==> src/rtl/dbf_pkg.sv <==
`default_nettype none
// ============================================================================
// Module      : dbf_pkg
// Description : Shared defaults and the commit-FSM state type for the DBF
//               beam-weight loader.
// Revision    : 1.0 - initial release
// ============================================================================
package dbf_pkg;

  localparam int DBF_NCH   = 8;   // channels driven in parallel (power of two)
  localparam int DBF_NBEAM = 4;   // stored beam coefficient sets (power of two)
  localparam int DBF_CW    = 16;  // coefficient width (fix16_13)

  typedef enum logic [0:0] {
    IDLE    = 1'b0,
    PENDING = 1'b1
  } state_t;

endpackage
`default_nettype wire

==> src/rtl/dbf_weight_loader_if.sv <==
`default_nettype none
// ============================================================================
// Module      : dbf_weight_loader_if
// Description : Host write bus, commit/frame control and coefficient outputs
//               of the DBF weight loader.
//   master : host side   (drives writes, commit, beam_sel, frame_start)
//   slave  : loader side (drives wr_ready, coefficients, valid/done pulses)
// Revision    : 1.0 - initial release
// ============================================================================
interface dbf_weight_loader_if
  import dbf_pkg::*;
#(
  parameter int NCH   = DBF_NCH,
  parameter int NBEAM = DBF_NBEAM,
  parameter int CW    = DBF_CW
);
  logic                     wr_valid;
  logic                     wr_ready;
  logic [$clog2(NBEAM)-1:0] wr_beam;
  logic [$clog2(NCH)-1:0]   wr_ch;
  logic [CW-1:0]            wr_A;
  logic [CW-1:0]            wr_re;
  logic [CW-1:0]            wr_im;
  logic                     commit;
  logic [$clog2(NBEAM)-1:0] beam_sel;
  logic                     frame_start;
  logic [NCH*CW-1:0]        A_out;
  logic [NCH*CW-1:0]        ph_real_out;
  logic [NCH*CW-1:0]        ph_image_out;
  logic                     phase_data_valid;
  logic                     commit_done;

  modport master (
    output wr_valid, wr_beam, wr_ch, wr_A, wr_re, wr_im,
    output commit, beam_sel, frame_start,
    input  wr_ready, A_out, ph_real_out, ph_image_out,
    input  phase_data_valid, commit_done
  );

  modport slave (
    input  wr_valid, wr_beam, wr_ch, wr_A, wr_re, wr_im,
    input  commit, beam_sel, frame_start,
    output wr_ready, A_out, ph_real_out, ph_image_out,
    output phase_data_valid, commit_done
  );

endinterface
`default_nettype wire

==> src/rtl/dbf_coef_bank.sv <==
`default_nettype none
// ============================================================================
// Module      : dbf_coef_bank
// Description : NBEAM x NCH register array of {A, re, im} coefficients with
//               one write port and one NCH-wide read port for a whole beam.
//   clk, rst_n          : clock, async active-low reset (clears all entries)
//   we_i, wbeam_i, wch_i: write strobe and target entry
//   wa_i, wre_i, wim_i  : write data
//   rbeam_i             : beam to read
//   ra_o, rre_o, rim_o  : beam coefficients, channel k at [k*CW +: CW]
// Revision    : 1.0 - initial release
// ============================================================================
module dbf_coef_bank
  import dbf_pkg::*;
#(
  parameter int NCH   = DBF_NCH,
  parameter int NBEAM = DBF_NBEAM,
  parameter int CW    = DBF_CW
) (
  input  logic                     clk,
  input  logic                     rst_n,
  input  logic                     we_i,
  input  logic [$clog2(NBEAM)-1:0] wbeam_i,
  input  logic [$clog2(NCH)-1:0]   wch_i,
  input  logic [CW-1:0]            wa_i,
  input  logic [CW-1:0]            wre_i,
  input  logic [CW-1:0]            wim_i,
  input  logic [$clog2(NBEAM)-1:0] rbeam_i,
  output logic [NCH*CW-1:0]        ra_o,
  output logic [NCH*CW-1:0]        rre_o,
  output logic [NCH*CW-1:0]        rim_o
);

  logic [CW-1:0] a_q  [NBEAM][NCH];
  logic [CW-1:0] re_q [NBEAM][NCH];
  logic [CW-1:0] im_q [NBEAM][NCH];

  always_ff @(posedge clk or negedge rst_n) begin
    if (!rst_n) begin
      for (int b = 0; b < NBEAM; b++) begin
        for (int c = 0; c < NCH; c++) begin
          a_q[b][c]  <= '0;
          re_q[b][c] <= '0;
          im_q[b][c] <= '0;
        end
      end
    end else if (we_i) begin
      a_q[wbeam_i][wch_i]  <= wa_i;
      re_q[wbeam_i][wch_i] <= wre_i;
      im_q[wbeam_i][wch_i] <= wim_i;
    end
  end

  for (genvar k = 0; k < NCH; k++) begin : g_rd
    assign ra_o[k*CW +: CW]  = a_q[rbeam_i][k];
    assign rre_o[k*CW +: CW] = re_q[rbeam_i][k];
    assign rim_o[k*CW +: CW] = im_q[rbeam_i][k];
  end

endmodule
`default_nettype wire

==> src/rtl/dbf_weight_loader.sv <==
`default_nettype none
// ============================================================================
// Module      : dbf_weight_loader
// Description : Double-buffered beam-weight store for NCH dbf_cell channels.
//               Host writes go to the shadow bank; a commit arms a bank swap
//               that takes effect on the next frame_start, so coefficient
//               outputs only ever change on frame boundaries.
//   clk, rst_n : clock, async active-low reset
//   wl         : host write bus, commit/frame control, coefficient outputs
// Revision    : 1.0 - initial release
// ============================================================================
module dbf_weight_loader
  import dbf_pkg::*;
#(
  parameter int NCH   = DBF_NCH,
  parameter int NBEAM = DBF_NBEAM,
  parameter int CW    = DBF_CW
) (
  input  logic               clk,
  input  logic               rst_n,
  dbf_weight_loader_if.slave wl
);

  localparam int VW = NCH * CW;

  state_t          state_q;
  logic            bank_act_q;
  logic            ready_q;     // low during reset, high from first edge after
  logic            pdv_q;
  logic            cdone_q;
  logic [VW-1:0]   a_q, re_q, im_q;

  logic            accept;
  logic            swap;
  logic            rd_bank;
  logic [VW-1:0]   a0, re0, im0, a1, re1, im1;

  assign wl.wr_ready = ready_q & (state_q == IDLE);
  assign accept      = wl.wr_valid & wl.wr_ready;
  assign swap        = (state_q == PENDING) & wl.frame_start;
  // A frame that performs the swap must already present the new bank.
  assign rd_bank     = bank_act_q ^ swap;

  // The shadow bank is always the one not selected by bank_act_q.
  dbf_coef_bank #(.NCH(NCH), .NBEAM(NBEAM), .CW(CW)) u_bank0 (
    .clk     (clk),
    .rst_n   (rst_n),
    .we_i    (accept & bank_act_q),
    .wbeam_i (wl.wr_beam),
    .wch_i   (wl.wr_ch),
    .wa_i    (wl.wr_A),
    .wre_i   (wl.wr_re),
    .wim_i   (wl.wr_im),
    .rbeam_i (wl.beam_sel),
    .ra_o    (a0),
    .rre_o   (re0),
    .rim_o   (im0)
  );

  dbf_coef_bank #(.NCH(NCH), .NBEAM(NBEAM), .CW(CW)) u_bank1 (
    .clk     (clk),
    .rst_n   (rst_n),
    .we_i    (accept & ~bank_act_q),
    .wbeam_i (wl.wr_beam),
    .wch_i   (wl.wr_ch),
    .wa_i    (wl.wr_A),
    .wre_i   (wl.wr_re),
    .wim_i   (wl.wr_im),
    .rbeam_i (wl.beam_sel),
    .ra_o    (a1),
    .rre_o   (re1),
    .rim_o   (im1)
  );

  always_ff @(posedge clk or negedge rst_n) begin
    if (!rst_n) begin
      state_q    <= IDLE;
      bank_act_q <= 1'b0;
      ready_q    <= 1'b0;
      pdv_q      <= 1'b0;
      cdone_q    <= 1'b0;
      a_q        <= '0;
      re_q       <= '0;
      im_q       <= '0;
    end else begin
      ready_q <= 1'b1;
      pdv_q   <= wl.frame_start;
      cdone_q <= swap;
      if (wl.frame_start) begin
        a_q  <= rd_bank ? a1  : a0;
        re_q <= rd_bank ? re1 : re0;
        im_q <= rd_bank ? im1 : im0;
      end
      case (state_q)
        IDLE: begin
          // A commit coinciding with frame_start arms the swap for the
          // following frame; this frame still reads the old bank.
          if (wl.commit) state_q <= PENDING;
        end
        PENDING: begin
          if (wl.frame_start) begin
            bank_act_q <= ~bank_act_q;
            state_q    <= IDLE;
          end
        end
        default: state_q <= IDLE;
      endcase
    end
  end

  assign wl.A_out            = a_q;
  assign wl.ph_real_out      = re_q;
  assign wl.ph_image_out     = im_q;
  assign wl.phase_data_valid = pdv_q;
  assign wl.commit_done      = cdone_q;

endmodule
`default_nettype wire

==> src/flat_wrapper.sv <==
// flat-port wrapper written by rule: the top's interface ports become plain ports
module dbf_weight_loader_flat import dbf_pkg::*;
#(
  parameter int NCH   = DBF_NCH,
  parameter int NBEAM = DBF_NBEAM,
  parameter int CW    = DBF_CW
)
  (clk, rst_n, wl_wr_valid, wl_wr_beam, wl_wr_ch, wl_wr_A, wl_wr_re, wl_wr_im, wl_commit, wl_beam_sel, wl_frame_start, wl_wr_ready, wl_A_out, wl_ph_real_out, wl_ph_image_out, wl_phase_data_valid, wl_commit_done);
  dbf_weight_loader_if #(.NCH(NCH), .NBEAM(NBEAM), .CW(CW)) wl_i ();
  input  logic clk;
  input  logic rst_n;
  input wire logic [$bits(wl_i.wr_valid)-1:0] wl_wr_valid;
  input wire logic [$bits(wl_i.wr_beam)-1:0] wl_wr_beam;
  input wire logic [$bits(wl_i.wr_ch)-1:0] wl_wr_ch;
  input wire logic [$bits(wl_i.wr_A)-1:0] wl_wr_A;
  input wire logic [$bits(wl_i.wr_re)-1:0] wl_wr_re;
  input wire logic [$bits(wl_i.wr_im)-1:0] wl_wr_im;
  input wire logic [$bits(wl_i.commit)-1:0] wl_commit;
  input wire logic [$bits(wl_i.beam_sel)-1:0] wl_beam_sel;
  input wire logic [$bits(wl_i.frame_start)-1:0] wl_frame_start;
  output wire logic [$bits(wl_i.wr_ready)-1:0] wl_wr_ready;
  output wire logic [$bits(wl_i.A_out)-1:0] wl_A_out;
  output wire logic [$bits(wl_i.ph_real_out)-1:0] wl_ph_real_out;
  output wire logic [$bits(wl_i.ph_image_out)-1:0] wl_ph_image_out;
  output wire logic [$bits(wl_i.phase_data_valid)-1:0] wl_phase_data_valid;
  output wire logic [$bits(wl_i.commit_done)-1:0] wl_commit_done;
  assign wl_i.wr_valid = wl_wr_valid;
  assign wl_i.wr_beam = wl_wr_beam;
  assign wl_i.wr_ch = wl_wr_ch;
  assign wl_i.wr_A = wl_wr_A;
  assign wl_i.wr_re = wl_wr_re;
  assign wl_i.wr_im = wl_wr_im;
  assign wl_i.commit = wl_commit;
  assign wl_i.beam_sel = wl_beam_sel;
  assign wl_i.frame_start = wl_frame_start;
  assign wl_wr_ready = wl_i.wr_ready;
  assign wl_A_out = wl_i.A_out;
  assign wl_ph_real_out = wl_i.ph_real_out;
  assign wl_ph_image_out = wl_i.ph_image_out;
  assign wl_phase_data_valid = wl_i.phase_data_valid;
  assign wl_commit_done = wl_i.commit_done;
  dbf_weight_loader #(.NCH(NCH), .NBEAM(NBEAM), .CW(CW)) u_core (.clk(clk), .rst_n(rst_n), .wl(wl_i));
endmodule
==> config.mk <==
export PLATFORM = sky130hd
export DESIGN_NAME = dbf_weight_loader_flat
export DESIGN_NICKNAME = d
export VERILOG_FILES = /design/src/rtl/dbf_pkg.sv /design/src/rtl/dbf_weight_loader_if.sv /design/src/rtl/dbf_coef_bank.sv /design/src/rtl/dbf_weight_loader.sv /design/src/flat_wrapper.sv
export SDC_FILE = /design/constraint.sdc
export NUM_CORES = 2
export LEC_CHECK = 0
export CAP_MARGIN = 15
export CORE_UTILIZATION = 67
export CTS_CLUSTER_SIZE = 16
export DETAILED_ROUTE_END_ITERATION = 10
export GPL_ROUTABILITY_DRIVEN = 0
export PLACE_DENSITY = 0.86
export SYNTH_ARGS = -nofsm -noshare
export SYNTH_HDL_FRONTEND = slang
export SYNTH_SLANG_ARGS = --single-unit
==> constraint.sdc <==
create_clock -name clk -period 3.4 [get_ports clk]
set_input_delay 0.34 -clock clk [delete_from_list [all_inputs] [get_ports clk]]
set_output_delay 0.34 -clock clk [all_outputs]
set_load 0.02 [all_outputs]
==> impl_metrics.toml <==
[status]
status = "finished, final reports clean"

[die]
num_rows = 175
dieWidth_um = 481
initial_core_util_pct = 67.5
dieHeight_um = 481
dieArea_um2 = 231000
coreArea_um2 = 227000
io-pin-count = 447

[flow_run]
cap_violations = 0

[setup_path]
critPathBufInv = 1
crit_path_start_kind = "flop"
cp_cell_sequence = "clkdlybuf4s50_1"
arrival_ps = 2390
critPathKind = "flop to output pin"
cp_top_family = "buffers and inverters"
slowest_stage = "clkdlybuf4s50_1"
reg2reg_slack_ps = 680
cp_max_fo = 2
required_ps = 3060
end_kind = "output pin"
slowest_delay_ps = 900

[routing]
wl_per_cell_um = 29.8
drt_iter0_markers = 8897
antenna_left = 0
dr_total_vias = 96000
drc = 0
routed_wl_um = 423000
vias_per_cell = 6.76
drt_first_pass_iters = 6

[logic_synthesis]
synth.area.top_cells = "dfrtp_1 (56%), mux2_2 (22%), mux2i_1 (10%), a22oi_1 (3.8%), a31o_2 (2.2%)"
ys_seq_area_share_pct = 56.4
synthFlopType = "dfrtp_1"
async_flop_share_pct = 100
synth_fp_nets = 10900
yosysMostFrequentCell = "dfrtp_1"
yosysUniqueCellTypes = 33
synth_edf_count = 0
synth_top_area_share_pct = 56.4
yosys.area.top_type = "dfrtp_1"
synth_area_um2 = 154000
netlist_instances = 10800
yosysWarningCount = 0
netlist_top_cells_count = "dfrtp_1 (3461), mux2_2 (3060), mux2i_1 (1537)"
synth_seq_cells = 3461
avgSynthCellArea_um2 = 14.2

[timing]
rsz0062_at_grt = "false"
relSlewSlack_pct = 20.5
setup_slack_ps = 672
setup_viol = 0
max_freq_ghz = 0.367
final.setup.tns_ps = 0
final_hold_viol_count = 0
min_period_ps = 2730
period_share_pct = 80.2
finClkSkew_ps = 69.6
drv_slew = 0
worst_pin_slew_ps = 1180

[grt]
gr-total-overflow = 0
grt_usage_pct = 36.5
grt_pass1_wl_um = 637000
grt_max_degree = 119
grt_pass1_vias = 102000
antenna_found_initial = 17

[cts]
root_buffer = "clkbuf_16"
cts_buffers = 358
cts_max_level = 5
cts_buffer_depth = 4
postCtsSetupRepairBufs = 0
clock-sinks = 3461
post_cts_resized = 0
cts_tree = "done"
path_clk_slew_ps = 60
postCtsHoldBufs = 3
clk_latency_ps = 990

[cells_and_area]
area_delta_synth_final_pct = 13.3
nNetsFinal = 11000
drive_above_1_share_pct = 40.1
stdcell_area_um2 = 174000

[worst_hold_path]
min_path_type = "input pin to flop"

[placed_design]
dpl-instance-area_um2 = 162000
numPortBuffers = 446
dp_hpwl_um = 248000
place_ws_ps = 418

[power_and_ir_drop]
power_leakage_nw = 87.1
p_per_area_nw_per_um2 = 668
peakVddDrop_mv = 0.511
-- state kept, by name, summed over array words and instances, names as in the netlist, 128 cells and up --
name / cells
u_core.u_bank1.a_q: 512
u_core.wl.ph_image_out: 128
u_core.u_bank0.re_q: 512
u_core.u_bank1.re_q: 512
u_core.u_bank1.im_q: 512
u_core.wl.ph_real_out: 128
u_core.u_bank0.a_q: 512
u_core.wl.A_out: 128
u_core.u_bank0.im_q: 512
-- layer usage --
| metal | part of all wire, % | vias up | routed length (um) | GRT usage [%] |
|---|---|---|---|---|
| met1 | 39 | 51600 | 166000 | 47.7 |
| met2 | 48 | 3848 | 201000 | 57.8 |
| met5 | 0.0043 | - | 18 | 0 |
| li1 | - | 39500 | - | - |
| met4 | 6.2 | 2 | 26200 | 21.1 |
| met3 | 7.1 | 1080 | 29900 | 6.58 |
-- logic make-up after synthesis --
family,Yosys count,synth area share (%)
multiplexers,4609,32.6
flip-flops,3461,56.4
AO/OA/AOI/OAI,1152,5.95
buffers and inverters,1091,3.17
AND/OR/NAND/NOR,483,1.91
XOR/XNOR,3,0.0171
other,1,0.00244
-- cell type report --
type / instances / area (um2)
Fill cell: 12600 / 53500
Tap cell: 3009 / 3760
Antenna cell: 6 / 15.0
Multi-Input combinational cell: 6248 / 62600
Clock inverter: 81 / 993
Clock buffer: 534 / 10500
Sequential cell: 3461 / 86600
Inverter: 1 / 3.75
Timing Repair Buffer: 864 / 9580
-- cell usage in the layout (no fill, tap or decap), drive strengths merged, types with 2 or more instances in the layout --
master	Yosys	routed
nor3b	5	5
a31o	384	384
bufinv	0	20
mux2	3072	3072
nand3b	4	4
and2	4	4
xor2	2	2
diode	0	6
mux2i	1537	1537
clkdlybuf4s50	0	396
nand2	35	35
or2	2	2
clkbuf	659	534
a22oi	768	768
and3b	2	2
nand3	2	2
dlygate4sd3	0	17
nor2	36	36
or3b	2	2
inv	1	9
nor2b	385	385
nor3	2	2
clkinv	0	53
buf	431	451
dfrtp	3461	3461
-- power breakdown --
part	total (mW)	switching [mW]	internal (mW)
combinational	26.3	13.9	12.4
sequential	51.3	4.69	46.6
clock	38.7	16.0	22.7
-- path summary, 6_finish.rpt --
check,from,to,cells after the start
hold reg to reg,u_core.u_bank1.a_q[126],u_core.u_bank1.a_q[126],1
setup / recovery,u_core.wl.A_out[115],wl_A_out[115],1
setup reg to reg,u_core.state_q,u_core.wl.ph_real_out[52],6
min in group asynchronous,rst_n,u_core.wl.A_out[105],2
hold / removal,wl_wr_A[4],u_core.u_bank0.a_q[468],2
max in group asynchronous,rst_n,u_core.u_bank1.im_q[142],4
-- through the flow --
step / hold slack (ps) / total power, mW / utilization (%) / cells
floorplan: 44.4 / 64.8 / - / 10800
global placement: 415 / 76.4 / 71.2 / 13500
detailed placement: 417 / 77.5 / 71.2 / 13500
CTS: 67.1 / 116 / 76.2 / 14200
global route: 46.4 / 120 / 76.5 / 14200
finish: 59.4 / 116 / 76.5 / 14200
Note: power is estimated with default switching activity, not from simulation.
